File: src/rtl/btn_conditioner_if.sv
// rtl/btn_conditioner_if.sv - button pin in, conditioned level/pulses/count out
interface btn_conditioner_if #(
    parameter int CNT_W = 8
);
    logic             USER_BTN;
    logic             btn_level;
    logic             press_pulse;
    logic             release_pulse;
    logic             long_pulse;
    logic             repeat_pulse;
    logic [CNT_W-1:0] press_count;

    modport master (
        input  USER_BTN,
        output btn_level, press_pulse, release_pulse, long_pulse, repeat_pulse, press_count
    );

    modport slave (
        output USER_BTN,
        input  btn_level, press_pulse, release_pulse, long_pulse, repeat_pulse, press_count
    );
endinterface

File: src/rtl/btn_conditioner.sv
// rtl/btn_conditioner.sv - push-button sync, debounce, press/release/long pulses, press counter
// Optional auto-repeat pulse is built only when BTN_AUTOREPEAT_EN is defined.
module btn_conditioner #(
    parameter int DEBOUNCE_CYCLES = 120000,
    parameter int LONG_CYCLES     = 12000000,
    parameter int REPEAT_CYCLES   = 2400000,
    parameter bit BTN_ACTIVE_LOW  = 1'b1,
    parameter int CNT_W           = 8
) (
    input  logic                   CLK12M,
    input  logic                   RST_BTN,
    btn_conditioner_if.master      btn
);
    localparam int DB_W   = $clog2(DEBOUNCE_CYCLES + 1);
    localparam int HOLD_W = $clog2(LONG_CYCLES + 1);
    localparam logic [DB_W-1:0]   DB_MAX    = DB_W'(DEBOUNCE_CYCLES);
    localparam logic [HOLD_W-1:0] HOLD_MAX  = HOLD_W'(LONG_CYCLES);
    localparam logic [HOLD_W-1:0] HOLD_LAST = HOLD_W'(LONG_CYCLES - 1);

    generate
        if (DEBOUNCE_CYCLES < 2 || LONG_CYCLES <= DEBOUNCE_CYCLES || REPEAT_CYCLES < 1) begin : g_bad_params
            $error("btn_conditioner: illegal parameter set");
        end
    endgenerate

    typedef enum logic [1:0] {IDLE, DB_PRESS, HELD, DB_RELEASE} state_t;

    logic             pressed;
    logic             sync1;
    logic             s;
    state_t           state;
    logic [DB_W-1:0]  db_cnt;
    logic [HOLD_W-1:0] hold_cnt;
    logic             level_q;
    logic             press_q;
    logic             release_q;
    logic             long_q;
    logic [CNT_W-1:0] count_q;

    assign pressed = btn.USER_BTN ^ BTN_ACTIVE_LOW;

    always_ff @(posedge CLK12M or posedge RST_BTN) begin
        if (RST_BTN) begin
            sync1 <= 1'b0;
            s     <= 1'b0;
        end else begin
            sync1 <= pressed;
            s     <= sync1;
        end
    end

    // Debounce counter counts consecutive matching samples; hold counter saturates so long fires once.
    always_ff @(posedge CLK12M or posedge RST_BTN) begin
        if (RST_BTN) begin
            state     <= IDLE;
            db_cnt    <= '0;
            hold_cnt  <= '0;
            level_q   <= 1'b0;
            press_q   <= 1'b0;
            release_q <= 1'b0;
            long_q    <= 1'b0;
            count_q   <= '0;
        end else begin
            press_q   <= 1'b0;
            release_q <= 1'b0;
            long_q    <= 1'b0;
            case (state)
                IDLE: begin
                    level_q  <= 1'b0;
                    hold_cnt <= '0;
                    if (s) begin
                        state  <= DB_PRESS;
                        db_cnt <= DB_W'(1);
                    end else begin
                        db_cnt <= '0;
                    end
                end
                DB_PRESS: begin
                    if (!s) begin
                        state  <= IDLE;
                        db_cnt <= '0;
                    end else if (db_cnt >= DB_MAX) begin
                        state    <= HELD;
                        db_cnt   <= '0;
                        hold_cnt <= '0;
                        level_q  <= 1'b1;
                        press_q  <= 1'b1;
                        count_q  <= count_q + 1'b1;
                    end else begin
                        db_cnt <= db_cnt + 1'b1;
                    end
                end
                HELD: begin
                    if (hold_cnt < HOLD_MAX) begin
                        hold_cnt <= hold_cnt + 1'b1;
                        if (hold_cnt == HOLD_LAST) begin
                            long_q <= 1'b1;
                        end
                    end
                    if (!s) begin
                        state  <= DB_RELEASE;
                        db_cnt <= DB_W'(1);
                    end
                end
                DB_RELEASE: begin
                    if (s) begin
                        state  <= HELD;
                        db_cnt <= '0;
                    end else if (db_cnt >= DB_MAX) begin
                        state     <= IDLE;
                        db_cnt    <= '0;
                        level_q   <= 1'b0;
                        release_q <= 1'b1;
                    end else begin
                        db_cnt <= db_cnt + 1'b1;
                    end
                end
                default: state <= IDLE;
            endcase
        end
    end

`ifdef BTN_AUTOREPEAT_EN
    localparam int REP_W = $clog2(REPEAT_CYCLES + 1);
    localparam logic [REP_W-1:0] REP_LAST = REP_W'(REPEAT_CYCLES - 1);

    logic [REP_W-1:0] rep_cnt;
    logic             repeat_q;

    // Repeats only run once the hold counter has saturated, i.e. after long_pulse.
    always_ff @(posedge CLK12M or posedge RST_BTN) begin
        if (RST_BTN) begin
            rep_cnt  <= '0;
            repeat_q <= 1'b0;
        end else begin
            repeat_q <= 1'b0;
            if (state == IDLE) begin
                rep_cnt <= '0;
            end else if (state == HELD && hold_cnt == HOLD_MAX) begin
                if (rep_cnt == REP_LAST) begin
                    rep_cnt  <= '0;
                    repeat_q <= 1'b1;
                end else begin
                    rep_cnt <= rep_cnt + 1'b1;
                end
            end
        end
    end

    assign btn.repeat_pulse = repeat_q;
`else
    assign btn.repeat_pulse = 1'b0;
`endif

    assign btn.btn_level     = level_q;
    assign btn.press_pulse   = press_q;
    assign btn.release_pulse = release_q;
    assign btn.long_pulse    = long_q;
    assign btn.press_count   = count_q;
endmodule

File: src/flat_wrapper.sv
// flat-port wrapper written by rule: the top's interface ports become plain ports
module btn_conditioner_flat 
#(
    parameter int DEBOUNCE_CYCLES = 120000,
    parameter int LONG_CYCLES     = 12000000,
    parameter int REPEAT_CYCLES   = 2400000,
    parameter bit BTN_ACTIVE_LOW  = 1'b1,
    parameter int CNT_W           = 8
)
  (CLK12M, RST_BTN, btn_USER_BTN, btn_btn_level, btn_press_pulse, btn_release_pulse, btn_long_pulse, btn_repeat_pulse, btn_press_count);
  btn_conditioner_if #(.CNT_W(CNT_W)) btn_i ();
  input  logic CLK12M;
  input  logic RST_BTN;
  input wire logic [$bits(btn_i.USER_BTN)-1:0] btn_USER_BTN;
  output wire logic [$bits(btn_i.btn_level)-1:0] btn_btn_level;
  output wire logic [$bits(btn_i.press_pulse)-1:0] btn_press_pulse;
  output wire logic [$bits(btn_i.release_pulse)-1:0] btn_release_pulse;
  output wire logic [$bits(btn_i.long_pulse)-1:0] btn_long_pulse;
  output wire logic [$bits(btn_i.repeat_pulse)-1:0] btn_repeat_pulse;
  output wire logic [$bits(btn_i.press_count)-1:0] btn_press_count;
  assign btn_i.USER_BTN = btn_USER_BTN;
  assign btn_btn_level = btn_i.btn_level;
  assign btn_press_pulse = btn_i.press_pulse;
  assign btn_release_pulse = btn_i.release_pulse;
  assign btn_long_pulse = btn_i.long_pulse;
  assign btn_repeat_pulse = btn_i.repeat_pulse;
  assign btn_press_count = btn_i.press_count;
  btn_conditioner #(.DEBOUNCE_CYCLES(DEBOUNCE_CYCLES), .LONG_CYCLES(LONG_CYCLES), .REPEAT_CYCLES(REPEAT_CYCLES), .BTN_ACTIVE_LOW(BTN_ACTIVE_LOW), .CNT_W(CNT_W)) u_core (.CLK12M(CLK12M), .RST_BTN(RST_BTN), .btn(btn_i));
endmodule
File: config.mk
export PLATFORM = sky130hd
export DESIGN_NAME = btn_conditioner_flat
export DESIGN_NICKNAME = d
export VERILOG_FILES = /design/src/rtl/btn_conditioner_if.sv /design/src/rtl/btn_conditioner.sv /design/src/flat_wrapper.sv
export SDC_FILE = /design/constraint.sdc
export NUM_CORES = 1
export LEC_CHECK = 0
export CAP_MARGIN = 15
export CORE_UTILIZATION = 35
export DETAILED_ROUTE_END_ITERATION = 16
export PLACE_DENSITY = 0.49
export SETUP_SLACK_MARGIN = 0.5
export SLEW_MARGIN = 40
export SYNTH_ARGS = -nofsm -noshare
export SYNTH_HDL_FRONTEND = slang
export SYNTH_SLANG_ARGS = --single-unit
File: constraint.sdc
create_clock -name CLK12M -period 5.8 [get_ports CLK12M]
set_input_delay 1.16 -clock CLK12M [delete_from_list [all_inputs] [get_ports CLK12M]]
set_output_delay 1.16 -clock CLK12M [all_outputs]
set_load 0.01 [all_outputs]
==> run_results.csv, run 1 <==
group,metric,value,unit
place,io_buffers,14,
cells_and_area,num-fill-cells,863,
synth,synth_edf_count,0,
detailed_routing,via_per_inst,5.314,
clock_tree,cts.sinks,57,
synth,synth_ff_type,"dfrtp_1",
flow_run,cap_violations,0,
cells_and_area,nNetsFinal,341,
worst_hold_path,hold_class,"flip-flop to flip-flop",
floorplanning,start_util,36.45,%
synth,synth_cell_type_count,56,
sta,final_max_slew_viol_count,0,
sta,fin_setup_tns,0,ns
floorplanning,ios,16,
sta,min_period_over_period,43.10,%
sta,clock.fmax,400.0,MHz
cells_and_area,diodes,0,
floorplanning,core,8258,um^2
setup_path,cp_num_buf_inv,1,
power,p_int,595.1,uW
clock_tree,insertion_delay,0.33,ns
sta,max_slew_margin,50.84,%
floorplanning,die_width,94.74,um
power,pwr-share-seq,52.5,%
cells_and_area,largest_register,"u_core.hold_cnt",
floorplanning,num_rows,33,
floorplanning,dieHeight,94.74,um
cells_and_area,largest_reg_flops,24,
detailed_routing,routed-via-count,2354,
setup_path,crit_arrival,1.34,ns
global_routing,grt_pass1_wl,10910,um
setup_path,critPathKind,"flip-flop to output port",
setup_path,cp_cell_sequence,"clkdlybuf4s50_1",
synth,synth_area_per_cell,9.349,um^2
sta,rsz0062_at_grt,"no",
setup_path,cp_top_family,"buffers and inverters",
sta,fin_worst_skew,0.008305,ns
place,routabilityCongestion,0.7418,
outcome,status,"finished clean",
clock_tree,cts_root_buffer,"clkbuf_8",
synth,ys_seq_area_share,47.38,%
global_routing,grt.overflow.total,0,
global_routing,grt_pass1_vias,2119,
setup_path,crit_path_start_kind,"flip-flop",
setup_path,critPathMaxFanout,6,
global_routing,grt_max_degree,58,
setup_path,worstPathRequired,4.64,ns
synth,syn_area,3010,um^2
detailed_routing,first_pass_iters,4,
sta,worst_pin_slew,0.7374,ns
synth,ys_ff_latch,57,
power,powerDensity,228.6,nW/um^2
detailed_routing,wl_per_cell,14.54,um
clock_tree,post_cts_buffers,0,
sta,hold_viol,0,
setup_path,end_kind,"output port",
place,place_area,3224,um^2
cells_and_area,drive_gt1_share,9.467,%
power,combPwrFrac,3.6,%
setup_path,slowest_stage,"clkdlybuf4s50_1",
synth,synth_nets,329,
clock_tree,cts_buffer_depth,2,
synth,synth_cells,322,
power,power,778.2,uW
floorplanning,dieArea,8976,um^2
detailed_routing,detail_route.iter0.violations,113,
detailed_routing,remaining_drc_errors,0,
place,hpwlAfterDp,4247,um
clock_tree,cts_max_level,3,
setup_path,cpPeakStageDelay,0.57,ns
cells_and_area,area_delta_synth_final,13.09,%
power,sw_frac_of_total,23.52,%
power,p_leak,1.393,nW
power,ir_drop,0.09297,mV
global_routing,antenna_found_initial,0,
synth,yosys_warnings,0,
detailed_routing,drtAntennaViolNets,0,
clock_tree,ctsResizeCount,0,
clock_tree,path_clk_slew,0.07,ns
global_routing,grt_usage,15.96,%
clock_tree,cts_buffers,9,
clock_tree,hold_buffers,0,
clock_tree,cts_tree,"done",
cells_and_area,postLayoutCellArea,3405,um^2
sta,layout_min_cycle_time,2.500,ns
detailed_routing,wl,6440,um
synth,async_flop_share,100.0,%
power,p_switching,183.1,uW
power,clock_power_share,43.9,%
sta,setup_viol,0,
-- final cells by class --
class	instances	area, um^2	area share [%]
Timing Repair Buffer	16	155.1	4.557
Multi-Input combinational cell	237	1463	42.96
Tap cell	105	131.4	3.859
Clock buffer	12	165.2	4.851
Clock inverter	3	15.01	0.4410
Inverter	13	48.80	1.433
Sequential cell	57	1426	41.90
-- logic make-up (layout without fill, tap and decap cells) --
kind of cell	Yosys count	count (layout)	synth area share, %
buffers and inverters	28	44	4.032
AND/OR/NAND/NOR	126	126	23.07
XOR/XNOR	15	15	4.364
AO/OA/AOI/OAI	88	88	18.29
flip-flops	57	57	47.38
multiplexers	3	3	1.081
other	1	1	0.1246
adder cells (fa/ha/maj)	4	4	1.663
-- per-layer routing --
layer  up-vias  wire (um)  global-route usage (%)
met5         -          0                       0
met2        24       2582                   21.16
li1       1214          -                       -
met3        11        140                   3.382
met4         0        131                   7.576
met1      1105       3586                   24.16
-- stage by stage --
stage / hold slack, ns / utilization (%) / setup slack [ns] / std cells
6_report: 0.3678 / 41.23 / 3.300 / 443
5_1_grt: 0.3885 / 41.23 / 3.248 / 443
4_1_cts: 0.3702 / 41.23 / 3.280 / 443
3_5_place_dp: 0.3598 / 39.05 / 3.537 / 428
3_3_place_gp: 0.3388 / 39.05 / 3.548 / 428
2_1_floorplan: 0.3312 / - / 3.240 / 322
-- Yosys cell counts (all sizes together), types with 5 or more instances --
cell type,number,area share [%]
clkbuf,8,1.0
nand4,15,3.6
nand2,32,4.0
xnor2,8,2.3
buf,7,1.4
nor2,11,1.4
inv,13,1.6
a21oi,27,4.5
nor3,10,1.7
o21ai,21,3.5
xor2,7,2.0
nand3,16,2.7
o31ai,5,1.2
or4,6,1.6
and3,12,2.6
or3,8,1.7
dfrtp,57,47
a31oi,10,2.1
-- final timing paths --
check / from / endpoint / slack (ns) / cells after the start
worst max-delay path: u_core.btn.press_count[0] / btn_press_count[0] / 3.30 / 1
worst min-delay path: u_core.sync1 / u_core.s / 0.37 / 0
worst max register to register: u_core.hold_cnt[13] / u_core.hold_cnt[10] / 3.58 / 5
worst min register to register: u_core.sync1 / u_core.s / 0.37 / 0
max in group asynchronous: RST_BTN / u_core.db_cnt[0] / 3.95 / 3
min in group asynchronous: RST_BTN / u_core.hold_cnt[2] / 1.37 / 3
-- power groups by stage --
| stage | logic [mW] | clock network, mW | registers (mW) |
|---|---|---|---|
| after detailed placement | 0.0291 | 0 | 0.416 |
| after floorplan | 0.0234 | 0 | 0.413 |
| after global placement | 0.0287 | 0 | 0.416 |
| final | 0.0281 | 0.342 | 0.409 |
| after global routing | 0.0328 | 0.374 | 0.409 |
| after CTS | 0.0291 | 0.354 | 0.408 |
-- cell usage in the layout (no fill, tap or decap), drive strengths merged, types with 3 or more instances in the layout --
cell type	n
a21o	4
a21oi	27
a31oi	10
and3	12
and4	3
clkbuf	12
clkdlybuf4s50	14
clkinv	3
dfrtp	57
ha	4
inv	13
nand2	32
nand3	16
nand4	15
nor2	11
nor3	10
nor4	3
o211ai	3
o21a	4
o21ai	21
o31ai	5
or3	8
or4	6
xnor2	8
xor2	7
No activity file was read; power rests on OpenSTA's default activity.
==> inputs of run 2 (changes only) <==
Clock period 5.8 ns to 2.6 ns, I/O delays scaled along.
==> run 2 against run 1 <==
Hold slack lost 0.016 ns. Worst setup slack lost 2.7 ns. Die area unchanged. Via count rose by 5.0%. Global-route usage rose by 0.43 points. Cell count rose by 2.0%. Core utilization rose by 1.9 points. Critical path depth is 4 higher. Clock-buffer cell count stayed put. Sequential power rose by 120%. Combinational power increased to 2.6 times the previous value. First-iteration DRC count rose by 9.7%. Critical endpoint is now u_core.hold_cnt[10]. Highest routed layer unchanged.
==> run_results.csv, run 2 (same netlist as run 1, synthesis figures left out) <==
group,metric,value,unit
outcome,status,"finished clean",
sta,final_max_slew_viol_count,0,
floorplanning,dieHeight,94.74,um
sta,worst_pin_slew,0.5068,ns
setup_path,cp_cell_sequence,"a31o_2 -> a21oi_1 -> o21ai_2 -> or4_2 -> a21oi_1",
cells_and_area,largest_register,"u_core.hold_cnt",
sta,rsz0062_at_grt,"yes",
power,powerDensity,549.8,nW/um^2
power,power,1.959,mW
worst_hold_path,holdPathEnd,"u_core.s",
setup_path,cp_num_buf_inv,0,
global_routing,grt_usage,16.39,%
floorplanning,num_rows,33,
setup_path,critPathMaxFanout,10,
clock_tree,cts.sinks,57,
cells_and_area,multi_input_area,1490,um^2
global_routing,antenna_found_initial,0,
global_routing,grt_pass1_wl,11130,um
cells_and_area,regArea,1426,um^2
clock_tree,cts_tree,"done",
detailed_routing,drtAntennaViolNets,0,
setup_path,r2r_end,"u_core.hold_cnt[10]",
sta,min_period_over_period,77.66,%
worst_hold_path,min_path_cells,0,
cells_and_area,num-fill-cells,816,
setup_path,reg2reg_slack,0.58,ns
global_routing,grt.overflow.total,0,
cells_and_area,nNetsFinal,349,
cells_and_area,largest_reg_flops,24,
setup_path,cpPeakStageDelay,0.63,ns
sta,hold_viol,0,
global_routing,grt_max_degree,58,
setup_path,critPathKind,"flip-flop to flip-flop",
setup_path,cp_top_family,"compound AO/OA/AOI/OAI gates",
power,ir_drop,0.2747,mV
detailed_routing,wl,6586,um
sta,clock.fmax,495.3,MHz
floorplanning,start_util,36.45,%
detailed_routing,routed-via-count,2471,
power,p_leak,1.463,nW
clock_tree,insertion_delay,0.34,ns
setup_path,worstReg2RegStart,"u_core.hold_cnt[21]",
setup_path,crit_path_start_kind,"flip-flop",
sta,fin_worst_skew,0.007663,ns
sta,setup_viol,0,
sta,max_slew_margin,65.90,%
setup_path,slowest_stage,"or4_2",
cells_and_area,diodes,0,
clock_tree,cts_root_buffer,"clkbuf_8",
clock_tree,cts_buffers,9,
clock_tree,cts_buffer_depth,2,
cells_and_area,mostFrequentLayoutCells,"57 x dfrtp_1, 32 x nand2_1, 26 x a21oi_1",
setup_path,ff2ff_path_depth,5,
cells_and_area,drive_gt1_share,13.26,%
cells_and_area,area_delta_synth_final,18.37,%
floorplanning,dieArea,8976,um^2
detailed_routing,via_per_inst,5.467,
worst_hold_path,hold_class,"flip-flop to flip-flop",
sta,layout_min_cycle_time,2.019,ns
worst_hold_path,holdCritStartpoint,"u_core.sync1",
detailed_routing,detail_route.iter0.violations,124,
sta,fin_setup_tns,0,ns
clock_tree,cts_max_level,3,
clock_tree,path_clk_slew,0.06,ns
setup_path,end_kind,"flip-flop",
place,io_buffers,14,
floorplanning,core,8258,um^2
cells_and_area,mostFrequentLayoutCell,"dfrtp_1",
setup_path,crit_arrival,2.28,ns
detailed_routing,remaining_drc_errors,0,
setup_path,worstPathRequired,2.86,ns
floorplanning,ios,16,
floorplanning,die_width,94.74,um
place,hpwlAfterDp,4515,um
global_routing,grt_pass1_vias,2245,
clock_tree,hold_buffers,0,
flow_run,cap_violations,0,
setup_path,crit_top_cell,"a21oi_1",
place,routabilityCongestion,0.7499,
detailed_routing,wl_per_cell,14.57,um
detailed_routing,first_pass_iters,4,
==> run 2: power breakdown <==
part	total (mW)	switching (mW)	internal [mW]
Clock	0.978	0.360	0.618
Sequential	0.909	0.0121	0.897
Combinational	0.0722	0.0492	0.0230
==> run 2: metrics by stage <==
step	cell area [um^2]	util, %	hold slack (ns)	std cells	worst slack [ns]
global placement	3267	39.56	0.3363	432	0.5575
CTS	3511	42.52	0.3555	448	0.5019
floorplan	3010	-	0.3312	322	0.6725
finish	3563	43.15	0.3520	452	0.5808
global route	3563	43.15	0.3583	452	0.4580
detailed placement	3267	39.56	0.3401	432	0.4839
==> run 2: timing repair <==
action | CTS | global route
buffers inserted | 0 | 4
resized for setup | 1 | 5
pin swaps | 0 | 1
hold endpoints to repair | 0 | 0
endpoints found under the setup margin | 1 | 12
==> run 2: routing by layer <==
metal	up-vias	global-route usage, %	part of all wire (%)
li1	1231	-	-
met1	1198	23.58	52
met2	36	23.20	44
met3	6	5.072	3.2
met4	0	5.303	1.1
met5	-	0	0
==> run 2: area by class of cell <==
class / instances / area share [%]
Tap cell: 105 / 3.687
Sequential cell: 57 / 40.03
Inverter: 13 / 1.369
Clock buffer: 12 / 4.635
Clock inverter: 4 / 2.072
Timing Repair Buffer: 24 / 6.390
Multi-Input combinational cell: 237 / 41.82
==> run 2: worst max-delay path by stage <==
stage | from | depth (start not counted) | slack [ns] | endpoint
4_1_cts | u_core.hold_cnt[0] | 5 | 0.50 | u_core.hold_cnt[18]
2_1_floorplan | u_core.state[0] | 7 | 0.67 | u_core.hold_cnt[22]
3_5_place_dp | u_core.hold_cnt[0] | 5 | 0.48 | u_core.hold_cnt[14]
6_report | u_core.hold_cnt[21] | 5 | 0.58 | u_core.hold_cnt[10]
5_1_grt | u_core.hold_cnt[21] | 5 | 0.46 | u_core.hold_cnt[10]
3_3_place_gp | u_core.hold_cnt[0] | 5 | 0.56 | u_core.hold_cnt[18]
